===== config.mk =====
export PLATFORM = sky130hd
export DESIGN_NAME = bram_relu_writeback
export DESIGN_NICKNAME = d
export VERILOG_FILES = /design/src/rtl/bram_relu_writeback.sv
export SDC_FILE = /design/constraint.sdc
export NUM_CORES = 1
export LEC_CHECK = 0
export ABC_CLOCK_PERIOD_IN_PS = 7220
export CAP_MARGIN = 20
export CORE_UTILIZATION = 55
export CTS_CLUSTER_SIZE = 30
export DETAILED_ROUTE_END_ITERATION = 6
export PLACE_DENSITY = 0.87
export SLEW_MARGIN = 15
export SYNTH_ARGS = -nofsm -noshare
export SYNTH_HDL_FRONTEND = slang
export SYNTH_SLANG_ARGS = --single-unit

===== constraint.sdc =====
create_clock -name clk -period 7.22 [get_ports clk]
set_input_delay 1.805 -clock clk [delete_from_list [all_inputs] [get_ports clk]]
set_output_delay 1.805 -clock clk [all_outputs]
set_load 0.02 [all_outputs]

===== src/rtl/bram_relu_writeback.sv =====
// Post-processes a BRAM word region: each source word is read, optionally ReLU-clamped,
// and written to the destination region. Negative words clamped in ReLU mode are counted.
`timescale 1ns/1ps
module bram_relu_writeback #(
  parameter int SRC_BASE = 486,
  parameter int DST_BASE = 486,
  parameter int LENGTH   = 338
) (
  input  logic        clk,
  input  logic        reset,
  input  logic [31:0] ps_control,
  output logic [31:0] pl_status,
  output logic [31:0] BRAM_addr,
  input  logic [31:0] BRAM_rddata,
  output logic [31:0] BRAM_wrdata,
  output logic [3:0]  BRAM_we
);

  // States: IDLE wait start | RD source addr out | LAT read data valid | WR write dest | DONE hold done
  typedef enum logic [2:0] {IDLE, RD, LAT, WR, DONE} state_t;

  localparam logic [31:0] SRC  = 32'(SRC_BASE);
  localparam logic [31:0] DST  = 32'(DST_BASE);
  localparam logic [31:0] LAST = 32'(LENGTH) - 32'd1;

  state_t      state, state_d;
  logic        mode, mode_d;
  logic [31:0] idx, idx_d;
  logic [15:0] clamp, clamp_d;
  logic        done, done_d;
  logic        busy, busy_d;
  logic [31:0] addr_d, wrdata_d;
  logic [3:0]  we_d;
  logic        neg;

  // The write data is formed from the read word as it arrives, so it lands in the
  // output register at the same edge that enters WR.
  assign neg = ~mode & BRAM_rddata[31];

  always_comb begin
    state_d  = state;
    mode_d   = mode;
    idx_d    = idx;
    clamp_d  = clamp;
    done_d   = 1'b0;
    busy_d   = 1'b0;
    addr_d   = BRAM_addr;
    wrdata_d = BRAM_wrdata;
    we_d     = 4'h0;
    case (state)
      IDLE: begin
        if (ps_control[0]) begin
          mode_d  = ps_control[1];
          idx_d   = 32'd0;
          clamp_d = 16'd0;
          if (LENGTH == 0) begin
            state_d = DONE;
            done_d  = 1'b1;
          end else begin
            state_d = RD;
            busy_d  = 1'b1;
            addr_d  = SRC << 2;
          end
        end
      end
      RD: begin
        state_d = LAT;
        busy_d  = 1'b1;
      end
      LAT: begin
        state_d  = WR;
        busy_d   = 1'b1;
        addr_d   = (DST + idx) << 2;
        we_d     = 4'hF;
        wrdata_d = neg ? 32'd0 : BRAM_rddata;
        if (neg && clamp != 16'hFFFF) clamp_d = clamp + 16'd1;
      end
      WR: begin
        if (idx == LAST) begin
          state_d = DONE;
          done_d  = 1'b1;
        end else begin
          state_d = RD;
          busy_d  = 1'b1;
          idx_d   = idx + 32'd1;
          addr_d  = (SRC + idx + 32'd1) << 2;
        end
      end
      DONE: begin
        if (ps_control[0]) done_d = 1'b1;
        else state_d = IDLE;
      end
      default: state_d = IDLE;
    endcase
  end

  always_ff @(posedge clk or posedge reset) begin
    if (reset) begin
      state       <= IDLE;
      mode        <= 1'b0;
      idx         <= 32'd0;
      clamp       <= 16'd0;
      done        <= 1'b0;
      busy        <= 1'b0;
      BRAM_addr   <= 32'd0;
      BRAM_wrdata <= 32'd0;
      BRAM_we     <= 4'h0;
    end else begin
      state       <= state_d;
      mode        <= mode_d;
      idx         <= idx_d;
      clamp       <= clamp_d;
      done        <= done_d;
      busy        <= busy_d;
      BRAM_addr   <= addr_d;
      BRAM_wrdata <= wrdata_d;
      BRAM_we     <= we_d;
    end
  end

  assign pl_status = {clamp, 14'd0, busy, done};

endmodule


### Yosys cells after proc, flatten, opt, wreduce, memory -nomap -nowiden

Index checks and enable logic that the tools add are counted.

| operators by class | value |
|---|---|
| add/sub/neg operators | 4 |
| equality and inequality tests | 10 |
| mux-type cells | 20 |
| bitwise operators | 2 |
| reduce and logical (&&, ||, !) cells | 11 |

Operator list:

| kind | count |
|---|---|
| 2-to-1 mux 32 bit | 5 |
| one-hot mux 32 bit (3 select lines) | 1 |
| one-hot mux 32 bit (2 select lines) | 1 |
| adder 32 x 1 -> 32 bit (second input constant) | 1 |
| == test 32 x 9 -> 1 bit (second input constant) | 1 |
| 2-to-1 mux 16 bit | 2 |
| one-hot mux 16 bit (2 select lines) | 1 |
| adder 30 x 1 -> 30 bit (second input constant) | 1 |
| adder 9 x 30 -> 30 bit (first input constant) | 1 |
| adder 16 x 1 -> 16 bit (second input constant) | 1 |
| != test 16 bit (second input constant) | 1 |
| one-hot mux 3 bit (5 select lines) | 1 |
| 2-to-1 mux 3 bit | 3 |
| AND reduction 3 bit | 3 |
| != test 2 bit (second input constant) | 4 |
| == test 3 x 2 -> 1 bit (second input constant) | 2 |
| 2-to-1 mux 4 bit | 1 |
| AND reduction 2 bit | 2 |
| nonzero test 2 bit | 2 |
| == test 3 x 1 -> 1 bit (second input constant) | 1 |
| == test 3 bit (second input constant) | 1 |
| logical NOT 3 bit | 1 |
| 2-to-1 mux 1 bit | 3 |
| one-hot mux 1 bit (3 select lines) | 1 |
| other kinds (6) | 6 |

| word-level totals | value |
|---|---|
| register bits | 122 |
| input port bits | 66 |
| output and inout bits | 100 |

### Longest topological paths before layout

| depth | value |
|---|---|
| word-level depth | 5 |
| depth in mapped cells | 12 |

### Worst setup path before layout

No wires, ideal clock.

| timing | value |
|---|---|
| kind | input to register |
| start | input port ps_control[0] |
| end | register idx[27] |
| library setup time | 0.078 ns |
| arrival | 3.317 ns |
| required time | 7.142 ns |
| setup slack | 3.825 ns |
| stages | 6 |
| cell sequence | nor2b_1 -> nand2_1 -> a21oi_1 -> nand2b_1 -> or3_1 -> a21oi_1 |

| on the way | value |
|---|---|
| cells in the longest elaborated chain, start to end | 2 |

RTL lines:

| what | line | source |
|---|---|---|
| start, declared | 11 | `input logic [31:0] ps_control,` |
| != test 2 bit (no source line) | - |  |
| AND reduction 3 bit (no source line) | - |  |
| end signal, assigned | 111 | `idx <= idx_d;` |
| end, declared | 28 | `logic [31:0] idx, idx_d;` |

No other way between the ends.
A chain may end at the register's enable or synchronous reset.

### Worst setup path after layout

Same ends and word-level chain as after synthesis.

==> metrics <==
status finished clean; Root Buffer clkbuf_16; peak supply drop roughly 0.19 mV; row count 40; DIE WIDTH around 110 um; Final GP Congestion approximately 0.9; Async SR Flop Fraction 100%; Pleak 3.66 nW; Initial DRC Count 766; max-slew violation count 0; Num CTS Buffers 17; grt total ovfl 0; cts hold-fix bufs 0; number of vias per cell a little under 6; Die Height ~110 um; routed len/inst approximately 17 um; critical path arrival between 4000 and 5000 ps; r2r startpoint idx[1]; layout cells sized above 1 ~7.5%; largest net degree at the start of global routing between 60 and 70; I/O pin total between 150 and 200; Critical Path RT 7560 ps; Critical Path Start Type input port; Top FF cell, synth dfrtp_1; R2R Setup Slk around 4000 ps; Post-Syn Area per Cell 8.85 sq um; Final Core Density a little under three quarters; post-route cell area between 8000 and 9000 sq um; DP Area approximately 8000 sq um; Starting Density a little under three fifths; HPWL after DPL around 12 mm; critical path peak fanout 18; Worst Skew roughly 10 ps; H-tree depth 4; Worst setup startpoint ps_control[0]; worst min path class reg2reg; #FFs+latches synth between 100 and 150; PortBufs around 120; Power Dens Cells between 300 and 400 nW/um^2; endpoints failing setup 0; DRT Wirelength around 18 mm; Detailed Routing Iterations Pass 1 5; post-CTS sizing 0; final antenna-violating net count 0; kind of critical path in2reg; Clock Sinks 117; Area contributors post-synth dfrtp_1, nand2_1, xnor2_1, nand3_1, xor2_1; Die ar. ~13,000 sq um; DR vias 6,293; Layout area overhead 24.4%; R2R depth 9; layout net count between 900 and 1,000; Layout Cells excl Fill about 1,100; clock latency on the worst-skew pair between 400 and 500 ps; CTS max path bufs 2; EDFF count, synth 0; clock-pin slew on the worst setup and hold paths approximately 50 ps; number of synthesis warnings 0; Yosys cell types 76; reg2reg end BRAM_addr[27]; Max Cap Viol 0; area of the mapped netlist between 6000 and 7000 sq um; Setup TNS Final 0 ps; first-pass GRT wire length around 29 mm; period utilization around three fifths; Core ar. 12,200 sq um; Critical Path Sink idx[27]; synthesized instance count 786; relative slew slack 28.0%; leading area contributor after synthesis dfrtp_1; Total GRT Usage roughly 29%; sequential element share of the synthesized area between 40% and 50%; RSZ-0062 raised after global routing no; Synth top area share around 42%; vias in the first global route 5,702; endpoints failing hold 0; final worst setup slack approximately 2800 ps; CTS tree built; CP Capture Type flop; pre-CTS setup slack approximately 2500 ps; actual slew at the worst max-slew pin ~1100 ps; fmax around 230 MHz; WHS between 400 and 500 ps; post-route minimum period between 4000 and 5000 ps; Design Power 2.80 mW; dpl cells ~1,000; initial antenna violation count 0; number of diodes 0; setup bufs post-CTS 0; DR DRC count 0
==> registers in the layout, summed over array words and instances (netlist names), 3 cells and up <==
signal       count
clamp           16
BRAM_addr       30
BRAM_wrdata     32
state            3
idx             32
==> how the worst min path moves through the flow <==
stage               depth (start not counted)            start              end
floorplan                                   2             mode             mode
global placement                            2  BRAM_wrdata[26]  BRAM_wrdata[26]
detailed placement                          2  BRAM_wrdata[26]  BRAM_wrdata[26]
CTS                                         2  BRAM_wrdata[26]  BRAM_wrdata[26]
global route                                2    BRAM_addr[23]    BRAM_addr[23]
finish                                      2  BRAM_wrdata[26]  BRAM_wrdata[26]
==> routing by layer <==
layer / GRT usage (%) / vias to the layer above / wire [um]
li1: - / 2888 / -
met4: 11.6 / 0 / 511
met3: 6.78 / 67 / 1580
met5: 0 / - / 0
met1: 37.9 / 3001 / 7310
met2: 44.9 / 337 / 8430
==> cells in the mapped netlist, drive strengths merged, types with 3 or more instances <==
master	n
nand2	127
dfrtp	117
nand3	76
nor2	70
xnor2	52
clkbuf	35
o21ai	34
buf	33
xor2	30
nand4	29
nor3	17
nor4	15
a21oi	14
inv	13
and3	11
and4	10
a211oi	9
and2	9
or3	7
ha	6
or4	6
a21o	5
nand2b	5
nor2b	5
a22oi	4
a31o	4
a31oi	4
nand4b	4
mux2i	3
nand3b	3
o211ai	3
o31ai	3
==> placed cells by master (no fill, tap or decap), types with 10 or more instances in the layout <==
cell,count
conb_1,16
inv_1,11
clkdlybuf4s50_1,119
o21ai_0,31
nand2_1,127
xnor2_1,50
a21oi_1,12
nand3_1,76
nor4_1,10
clkbuf_16,17
nand4_1,28
nor3_1,17
xor2_1,30
nor2_1,69
dfrtp_1,117
==> final cells by class <==
type | count | area [sq um]
tap | 168 | 210
clock buffer | 24 | 482
sequential | 117 | 2930
clock inverter | 8 | 123
timing repair buffer | 124 | 1240
inverter | 13 | 51.3
fill | 871 | 3510
multi-input combinational | 603 | 3620
==> critical path: stages <==
cell and delay [ps]:
clkdlybuf4s50_1 470, nor2b_1 360, nand2_1 530, a21oi_1 750
nand2b_1 260, or3_1 360, a21oi_1 170
==> where the power goes <==
part	switching [mW]	internal, mW
clock network	0.288	0.568
registers	0.127	0.790
logic	0.624	0.399
==> cells by family (layout without fill, tap and decap cells) <==
family / after synthesis / after routing / synth area share (%)
compound gates: 93 / 93 / 9.16
xor+xnor: 82 / 82 / 10.5
fa+ha+maj: 6 / 6 / 1.08
buf+inv: 81 / 169 / 6.73
flops: 117 / 117 / 42.1
mux: 5 / 5 / 0.756
other cells: 1 / 16 / 0.0539
simple gates: 401 / 401 / 29.6
No activity file was read; power rests on OpenSTA's default activity.
